<file path="config.mk">
export PLATFORM = sky130hd
export DESIGN_NAME = ddr_cmd_sched
export DESIGN_NICKNAME = d
export VERILOG_FILES = /design/src/rtl/ddr_cmd_sched.sv
export SDC_FILE = /design/constraint.sdc
export NUM_CORES = 1
export LEC_CHECK = 0
export ABC_AREA = 1
export CORE_MARGIN = 3
export CORE_UTILIZATION = 45
export DETAILED_ROUTE_END_ITERATION = 8
export GPL_ROUTABILITY_DRIVEN = 0
export HOLD_SLACK_MARGIN = 0.12
export PLACE_DENSITY = 0.78
export SLEW_MARGIN = 15
export SYNTH_ARGS = -nofsm -noshare
export SYNTH_HDL_FRONTEND = slang
export SYNTH_SLANG_ARGS = --single-unit
</file>
<file path="constraint.sdc">
create_clock -name clock_t -period 2.8 [get_ports clock_t]
set_input_delay 0.28 -clock clock_t [delete_from_list [all_inputs] [get_ports clock_t]]
set_output_delay 0.28 -clock clock_t [all_outputs]
set_load 0.05 [all_outputs]
</file>
<file path="src/rtl/ddr_cmd_sched.sv">
// ddr_cmd_sched: ACT/CAS/data-phase/refresh strobe sequencer in front of the
// burst-data stage. One request in flight through ACT..CAS at a time; data
// phases are tracked in SLOTS countdown entries and always retire in order.
// Optional refresh logic: define DDR_SCHED_REFRESH_EN to build it.

// One data-phase entry: {remaining count, type}; fires when the count hits 0.
module ddr_cmd_sched_slot (
    input  logic       clock_t,
    input  logic       reset,
    input  logic       load,
    input  logic [5:0] load_cnt,
    input  logic [1:0] load_type,
    output logic       vld,
    output logic       fire,
    output logic [1:0] typ
);
    logic       vld_q, vld_d;
    logic [5:0] cnt_q, cnt_d;
    logic [1:0] typ_q, typ_d;

    // load wins; a firing entry frees itself; otherwise count down
    always_comb begin
        vld_d = vld_q;
        cnt_d = cnt_q;
        typ_d = typ_q;
        if (load) begin
            vld_d = 1'b1;
            cnt_d = load_cnt;
            typ_d = load_type;
        end else if (vld_q) begin
            if (cnt_q == 6'd0) vld_d = 1'b0;
            else               cnt_d = cnt_q - 6'd1;
        end
    end

    // entry registers
    always_ff @(posedge clock_t) begin
        if (reset) begin
            vld_q <= 1'b0;
            cnt_q <= 6'd0;
            typ_q <= 2'b00;
        end else begin
            vld_q <= vld_d;
            cnt_q <= cnt_d;
            typ_q <= typ_d;
        end
    end

    assign vld  = vld_q;
    assign fire = vld_q && (cnt_q == 6'd0);
    assign typ  = typ_q;
endmodule

module ddr_cmd_sched #(
    parameter int T_RCD  = 11,
    parameter int T_REFI = 7800,
    parameter int T_RFC  = 260,
    parameter int SLOTS  = 4
) (
    input  logic       clock_t,
    input  logic       reset,
    input  logic       new_cmd,
    input  logic [1:0] req_rw,
    output logic       req_ready,
    input  logic [5:0] rd_delay,
    input  logic [5:0] wr_delay,
    input  logic [3:0] t_ccd,
    output logic       act_rdy,
    output logic       cas_rdy,
    output logic [1:0] cas_rw,
    output logic       rw_rdy,
    output logic [1:0] rw_type,
    output logic       refresh_rdy,
    output logic       busy
);
`ifdef DDR_SCHED_REFRESH_EN
    typedef enum logic [2:0] {S_IDLE, S_ACT, S_RCD_WAIT, S_CAS, S_REF, S_RFC_WAIT} state_t;
    localparam int WAIT_MAX = (T_RCD > T_RFC) ? T_RCD : T_RFC;
    localparam int RFW      = $clog2(T_REFI + 1);
`else
    typedef enum logic [1:0] {S_IDLE, S_ACT, S_RCD_WAIT, S_CAS} state_t;
    localparam int WAIT_MAX = T_RCD;
`endif
    localparam int WW = $clog2(WAIT_MAX + 1);

    state_t              state_q, state_d;
    logic [WW-1:0]       wait_q, wait_d;
    logic [1:0]          rw_q, rw_d;          // type of the request in flight
    logic [3:0]          ccd_cnt_q, ccd_cnt_d; // cycles since last CAS, saturating
    logic [3:0]          ccd_lat_q, ccd_lat_d; // t_ccd captured at last CAS
    logic [5:0]          last_rem_q, last_rem_d; // cycles until last scheduled data phase

    logic                is_valid, ccd_ok, order_ok, cas_go, ref_pend, found;
    logic [5:0]          d_raw, d_eff;
    logic [SLOTS-1:0]    slot_vld, slot_fire, load_vec;
    logic [SLOTS-1:0][1:0] slot_typ;
    logic [1:0]          rw_type_c;

    // CAS gating: tCCD spacing and strictly increasing data cycles
    always_comb begin
        is_valid = (rw_q == 2'b01) || (rw_q == 2'b10);
        d_raw    = (rw_q == 2'b10) ? wr_delay : rd_delay;
        d_eff    = (d_raw == 6'd0) ? 6'd1 : d_raw;
        ccd_ok   = ccd_cnt_q >= ccd_lat_q;
        order_ok = !is_valid || (d_eff > last_rem_q);
        cas_go   = (state_q == S_CAS) && ccd_ok && order_ok;
    end

    // pick the lowest entry that is free or freeing this cycle
    always_comb begin
        load_vec = '0;
        found    = 1'b0;
        for (int i = 0; i < SLOTS; i++) begin
            if (!found && (!slot_vld[i] || slot_fire[i])) begin
                load_vec[i] = cas_go && is_valid;
                found       = 1'b1;
            end
        end
    end

    for (genvar g = 0; g < SLOTS; g++) begin : g_slot
        ddr_cmd_sched_slot u_slot (
            .clock_t   (clock_t),
            .reset     (reset),
            .load      (load_vec[g]),
            .load_cnt  (d_eff - 6'd1),
            .load_type (rw_q),
            .vld       (slot_vld[g]),
            .fire      (slot_fire[g]),
            .typ       (slot_typ[g])
        );
    end

    // merge the (at most one) firing entry's type
    always_comb begin
        rw_type_c = 2'b00;
        for (int i = 0; i < SLOTS; i++)
            if (slot_fire[i]) rw_type_c = rw_type_c | slot_typ[i];
    end

`ifdef DDR_SCHED_REFRESH_EN
    logic [RFW-1:0] ref_cnt_q, ref_cnt_d;

    // refresh interval counter: holds at T_REFI-1 (pending) until REF issues
    always_comb begin
        ref_pend  = (ref_cnt_q == RFW'(T_REFI - 1));
        ref_cnt_d = ref_cnt_q;
        if (state_q == S_REF) ref_cnt_d = '0;
        else if (!ref_pend)   ref_cnt_d = ref_cnt_q + RFW'(1);
    end

    // refresh counter register
    always_ff @(posedge clock_t) begin
        if (reset) ref_cnt_q <= '0;
        else       ref_cnt_q <= ref_cnt_d;
    end

    assign refresh_rdy = (state_q == S_REF) && !reset;
`else
    logic unused_cfg;
    assign unused_cfg  = ^{T_REFI[0], T_RFC[0]};
    assign ref_pend    = 1'b0;
    assign refresh_rdy = 1'b0;
`endif

    assign req_ready = (state_q == S_IDLE) && !(&slot_vld) && !ref_pend && !reset;

    // sequencer next state plus tCCD / ordering bookkeeping
    always_comb begin
        state_d    = state_q;
        wait_d     = wait_q;
        rw_d       = rw_q;
        ccd_cnt_d  = (ccd_cnt_q == 4'd15) ? ccd_cnt_q : ccd_cnt_q + 4'd1;
        ccd_lat_d  = ccd_lat_q;
        last_rem_d = (last_rem_q == 6'd0) ? 6'd0 : last_rem_q - 6'd1;
        case (state_q)
            S_IDLE: begin
                if (new_cmd && req_ready) begin
                    state_d = S_ACT;
                    rw_d    = req_rw;
                end
`ifdef DDR_SCHED_REFRESH_EN
                else if (ref_pend && !(|slot_vld)) state_d = S_REF;
`endif
            end
            S_ACT: begin
                state_d = S_RCD_WAIT;
                wait_d  = '0;
            end
            S_RCD_WAIT: begin
                if (wait_q == WW'(T_RCD - 2)) state_d = S_CAS;
                else                          wait_d  = wait_q + WW'(1);
            end
            S_CAS: begin
                if (cas_go) state_d = S_IDLE;
            end
`ifdef DDR_SCHED_REFRESH_EN
            S_REF: begin
                state_d = S_RFC_WAIT;
                wait_d  = '0;
            end
            S_RFC_WAIT: begin
                if (wait_q == WW'(T_RFC - 2)) state_d = S_IDLE;
                else                          wait_d  = wait_q + WW'(1);
            end
`endif
            default: state_d = S_IDLE;
        endcase
        if (cas_go) begin
            ccd_cnt_d = 4'd1;
            ccd_lat_d = t_ccd;
            if (is_valid) last_rem_d = d_eff - 6'd1;
        end
    end

    // sequencer registers; reset leaves tCCD satisfied
    always_ff @(posedge clock_t) begin
        if (reset) begin
            state_q    <= S_IDLE;
            wait_q     <= '0;
            rw_q       <= 2'b00;
            ccd_cnt_q  <= 4'd0;
            ccd_lat_q  <= 4'd0;
            last_rem_q <= 6'd0;
        end else begin
            state_q    <= state_d;
            wait_q     <= wait_d;
            rw_q       <= rw_d;
            ccd_cnt_q  <= ccd_cnt_d;
            ccd_lat_q  <= ccd_lat_d;
            last_rem_q <= last_rem_d;
        end
    end

    assign act_rdy = (state_q == S_ACT) && !reset;
    assign cas_rdy = cas_go && !reset;
    assign cas_rw  = (cas_rdy && is_valid) ? rw_q : 2'b00;
    assign rw_rdy  = (|slot_fire) && !reset;
    assign rw_type = rw_rdy ? rw_type_c : 2'b00;
    assign busy    = ((state_q != S_IDLE) || (|slot_vld)) && !reset;
endmodule

</file>
---- After elaboration in Yosys (flattened, before gate mapping) ----
Cells that the tools add are included.
cells by class
  $add $sub $neg .......................... 8
  order comparisons ....................... 2
  eq/ne operators ......................... 16
  muxes and demuxes ....................... 50
  bitwise operators ....................... 3
  reduce and logical (&&, ||, !) cells .... 59
operators by type and width
  operator                                                            number
  6-bit two-way mux                                                   17
  6-bit zero test                                                     6
  6-bit by 1-bit subtractor with 6-bit output, second input constant  6
  1-bit two-way mux                                                   21
  1-bit logical AND                                                   18
  2-bit two-way mux                                                   9
  2-bit AND reduction                                                 6
  2-bit nonzero test                                                  6
  1-bit zero test                                                     10
  2-bit by 1-bit != test with 1-bit output, second input constant     5
  4-bit by 1-bit adder with 4-bit output, second input constant       2
  4-bit == test, second input constant                                2
  2-bit != test, second input constant                                4
  2-bit one-hot mux with 4 select lines                               1
  4-bit one-hot mux with 2 select lines                               1
  4-bit OR reduction                                                  2
  1-bit logical OR                                                    7
  2-bit == test, second input constant                                3
  6-bit > comparator                                                  1
  2-bit bitwise OR                                                    3
  2-bit by 1-bit == test with 1-bit output, second input constant     2
  4-bit >= comparator                                                 1
  4-bit two-way mux                                                   1
  4-bit AND reduction                                                 1
  other kinds (3)                                                     3
storage, ports and cells
  register bits ........................... 58
  bits of input ports ..................... 21
  output and inout port bits .............. 10

---- Longest topological paths before layout ----
  word-level depth ........................ 15
  mapped depth ............................ 24
  gate-level depth less buffers ........... 24

---- By module ----
From an unflattened synthesis, not the netlist that was laid out.
unflattened totals
  cells, all modules ...................... 575
  area, all modules ....................... 4010.1 µm²
modules (own cells, without submodules)
  module              times used  cells an instance  area an instance (µm²)  seq. area each (µm²)
  ddr_cmd_sched_slot  4           75                 550.5                   180.2
  ddr_cmd_sched       1           275                1808.0                  440.4

---- Least setup slack after synthesis ----
No wires, ideal clock.
  path type ............................... flip-flop to output port
  from .................................... register rw_q[0]
  to ...................................... output cas_rw[0]
  arrival time ............................ 2.932 ns
  setup slack ............................. -0.412 ns
  cell stages (with the launch flop) ...... 17
  path buffers ............................ 2
  cells stage by stage .................... dfxtp_1 inv_1 ha_1 buf_4 nand2_1 o21ai_1 nor2_1 nand2_1 o21ai_2 inv_2 ha_1 nand3_1 inv_2 nor2_8 nand3_4 buf_6 nor2_1
between the ends
  word-level cells in the longest chain between the ends .. 10
  elaborated cells on any way between the ends .. 13
  those cells by class .................... order compare (1); eq/ne (2); mux (3); reduce/logical (7)
RTL lines
  element                 line      RTL
  start, declared         88        logic [1:0] rw_q, rw_d;
  start signal, assigned  228       rw_q <= rw_d;
  2-bit == test           101, 102
  6-bit two-way mux       102       d_raw = (rw_q == 2'b10) ? wr_delay : rd_delay;
  6-bit zero test         103       d_eff = (d_raw == 6'd0) ? 6'd1 : d_raw;
  6-bit two-way mux       103
  6-bit > comparator      105       order_ok = !is_valid || (d_eff > last_rem_q);
  1-bit logical OR        105
  1-bit logical AND       106       cas_go = (state_q == S_CAS) && ccd_ok && order_ok;
  1-bit logical AND       236       assign cas_rdy = cas_go && !reset;
  1-bit logical AND       237       assign cas_rw = (cas_rdy && is_valid) ? rw_q : 2'b00;
  2-bit two-way mux (*)   237
  end, declared           70        output logic [1:0] cas_rw,
Every way passes the cells marked *; elsewhere a longest branch is shown, timed or not.

---- Worst setup path in the final report ----
  from .................................... register rw_q[0]
  to ...................................... output cas_rdy
between the ends
  word-level cells in the longest chain between the ends .. 8
  elaborated cells on any way between the ends .. 11
  those cells by class .................... order compare (1); eq/ne (2); mux (2); reduce/logical (6)
RTL lines
  element                line      RTL
  2-bit == test          101, 102
  6-bit two-way mux      102
  6-bit zero test        103
  6-bit two-way mux      103
  6-bit > comparator     105
  1-bit logical OR (*)   105
  1-bit logical AND (*)  106
  1-bit logical AND (*)  236
  end, declared          69        output logic cas_rdy,
Marked as above.

==> results.yml <==
outcome:
  outcome: "finished, violations left"
  violations: "setup timing"
critical_path:
  reg2reg_depth: 24
  endpoint_kind: "primary output"
  worst-path-max-fanout: 6
  reg2reg_slack_ns: -0.08
  arrival_ns: 2.61
  start_kind: "flip-flop"
  worst_path_largest_cell_delay_ns: 0.34
  worstReg2RegEnd: "g_slot[1].u_slot.cnt_q[0]"
  critPathSlowestCell: "dfxtp_2"
  r2r_start: "rw_q[0]"
  critical_path.top_delay_family: "simple AND/OR/NAND/NOR gates"
  cp.buffers_inverters: 6
  critPathRequiredTime_ns: 2.52
  crit_chain: "inv_2, ha_4, buf_6, nand2_2, o21ai_2, nor2_2, nand2_2, o21ai_2, inv_2, ha_4, inv_2, nand2_2, nand2_1, nand2_1, inv_2, o21ai_2, nand2_1, nand2_2, nor2_4, buf_12"
  critical_path_class: "reg2out"
power_and_ir_drop:
  pwr-share-clk: 0.311
  switching_share: 0.356
  power.density_mw_per_mm2: 630
  power.internal_uw: 2050
  p_leak_uw: 0.00238
  switching_power_uw: 1140
  p_comb_frac: 0.392
  pwr-share-seq: 0.297
  peakVddDrop_mv: 0.453
min_path:
  hp-class: "reg2reg"
  hp-start: "g_slot[1].u_slot.typ[1]"
  hold_path_end: "g_slot[1].u_slot.typ[1]"
  whs_path_depth: 2
die:
  rows: 33
  ios: 31
  start_util: 0.465
  die_w_um: 98.4
  core_area_mm2: 0.00826
  die_h_um: 98.4
  die-area_mm2: 0.00969
placed_design:
  port_buffers: 29
  dpl_worst_slack_ns: -0.00253
  placed_area_mm2: 0.00444
  dpl.hpwl_um: 7010
global_route:
  track_usage: 0.202
  antenna_found_initial: 0
  met1_usage: 0.262
  grt.overflow.total: 0
  grtUsageMet2: 0.322
  use_met3: 0.0517
  grt_pass1_vias: 3543
  grt_pass1_wl_um: 16100
  grt.busiest_layer: "met2"
  grt_start_max_net_pins: 25
timing:
  fin_skew_ns: 0.0138
  setup_viol: 5
  max_slew_margin: 0.659
  fin_crit_ns: 2.89
  fin_tns_setup_ns: -0.361
  fmax_ghz: 0.346
  fin_crit_sh: 1.03
  holdWs_ns: 0.463
  worstMarginPinSlew_ns: 0.507
  finalHoldViolCount: 0
  finalMaxSlewViolations: 0
  rsz0062_at_grt: "yes"
  setup_ws_ns: -0.0897
drt:
  vias: 3767
  drt_iter0_markers: 206
  routed_wl_um: 9850
  via_per_inst: 5.07
  route.detailed.drc: 0
  drt_first_pass_iters: 4
  drtAntennaViolNets: 0
  post_drt_wl_per_cell_um: 13.3
clock_tree:
  clock_sinks: 58
  postCtsHoldBufs: 0
  clkLatencyLatePin_ns: 0.35
  path_clk_slew_ns: 0.08
  cts_root_buffer: "clkbuf_8"
  htreeDepth: 3
  cts_buffers: 9
  clockBufferDepth: 2
  cts_tree: "built"
yosys:
  syn-cell-area_mm2: 0.00384
  synth_edf_count: 0
  synthTopCellsByArea: "dfxtp_1 (30%), nand2_1 (11%), ha_1 (9.4%), inv_1 (7.1%), nor2_1 (6.9%)"
  synth_ff_type: "dfxtp_1"
  synth_seq_area_share: 0.302
  synth.top_cell.area_share: 0.302
  syn_area_per_cell_um2: 6.88
  yosys.area_share.xor_xnor: 0.0479
  synthSimpleGateAreaFrac: 0.328
  ys_types: 43
  yosysWarnings: 0
  synth_fa_ha_area_frac: 0.0944
  synth-seq-cells: 58
  synth_top_family_by_area: "simple AND/OR/NAND/NOR gates"
  yosysTopAreaCell: "dfxtp_1"
  syn_inst: 559
  synthArstFlopShare: 0
  muxShareOfSynthArea: 0
  synth-compound-area-share: 0.124
  synthesis.nets: 609
finish:
  final_cell_area_mm2: 0.00506
  layout.nets: 683
  utilization: 0.613
  drive_above_1_share: 0.248
  area_growth_pct: 31.7
  diodes: 0
job:
  max_cap_violations: 0
tightest hold or removal path, cell delays in order, from the launching register on:
cell and delay [ns]:
dfxtp_1 0.30, inv_1 0.06, a21oi_1 0.06
synth_stat cells (6+ instances only):
cell        n
a21oi_1    32
clkbuf_1    6
dfxtp_1    58
ha_1       29
inv_1      73
inv_2       8
nand2_1   115
nand3_1    35
nand4_1    10
nor2_1     71
nor2_4      6
o21ai_0    18
o21ai_1    16
or2_2       6
xnor2_1     7
xor2_1     14
logic make-up after synthesis:
group,count (synthesis)
adders and majority gates,29
xor gates and xnor gates,21
other,1
DFF,58
and+or+nand+nor,268
AOI/OAI and AO/OA,85
buffers and inverters,97
registers in the layout (all words and copies together), names as in the netlist:
name                 count
last_rem_q               6
g_slot.u_slot.vld        4
ccd_lat_q                4
ccd_cnt_q                4
rw_q                     2
g_slot.u_slot.cnt_q     24
wait_q                   4
state_q                  2
g_slot.u_slot.typ        8
metal layers:
layer,routed length [um],up-vias
met5,0,-
met4,211,0
met3,578,17
met2,4570,96
met1,4490,1722
li1,-,1932
layout make-up:
class                           instances  area, um^2
Clock inverter                          5         100
Clock buffer                           11         151
Sequential cell                        58        1160
Tap cell                              105         131
Fill cell                             715        3200
Multi-Input combinational cell        404        2460
Timing Repair Buffer                   75         718
Inverter                               85         334
worst max-delay path by stage:
| stage | from | endpoint | slack [ns] | depth (start not counted) |
|---|---|---|---|---|
| final | rw_q[0] | cas_rdy | -0.09 | 20 |
| after CTS | rw_q[0] | cas_rdy | -0.08 | 20 |
| after global placement | rw_q[0] | last_rem_q[1] | 0.09 | 23 |
| after floorplan | rw_q[0] | cas_rw[0] | -0.13 | 20 |
| after global routing | rw_q[0] | g_slot[1].u_slot.cnt_q[0] | -0.34 | 24 |
| after detailed placement | rw_q[0] | last_rem_q[1] | -0.003 | 23 |
cell usage in the layout (no fill, tap or decap), drive strengths merged, types with 2 or more instances in the layout:
cell type	n
o211ai	2
o21ai	38
nor2	82
nand4	12
a31oi	4
nand2	122
dfxtp	58
o31ai	2
o21a	3
clkinv	2
buf	55
xnor2	7
clkdlybuf4s50	20
xor2	14
a21oi	32
clkbuf	11
ha	29
or2	7
nor3	6
nand3	39
inv	85
bufinv	3
power groups by stage:
stage               clock [uW]  sequential [uW]  combinational, uW
floorplan                    0              947                713
detailed placement           0              957               1000
global placement             0              954                967
finish                     992              946               1250
CTS                       1000              943               1110
global route              1050              953               1380
through the flow:
step / cells / total power, uW
global route: 743 / 3380
CTS: 732 / 3050
finish: 743 / 3190
global placement: 702 / 1920
floorplan: 559 / 1660
detailed placement: 702 / 1960
timing repair:
item,4_1_cts,5_1_grt
pin swaps,11,15
gates cloned,0,0
endpoints found under the hold margin,0,0
setup buffers,14,12
setup endpoints to repair,15,48
gates resized for setup,19,35
Power figures use the tool's default switching activity.
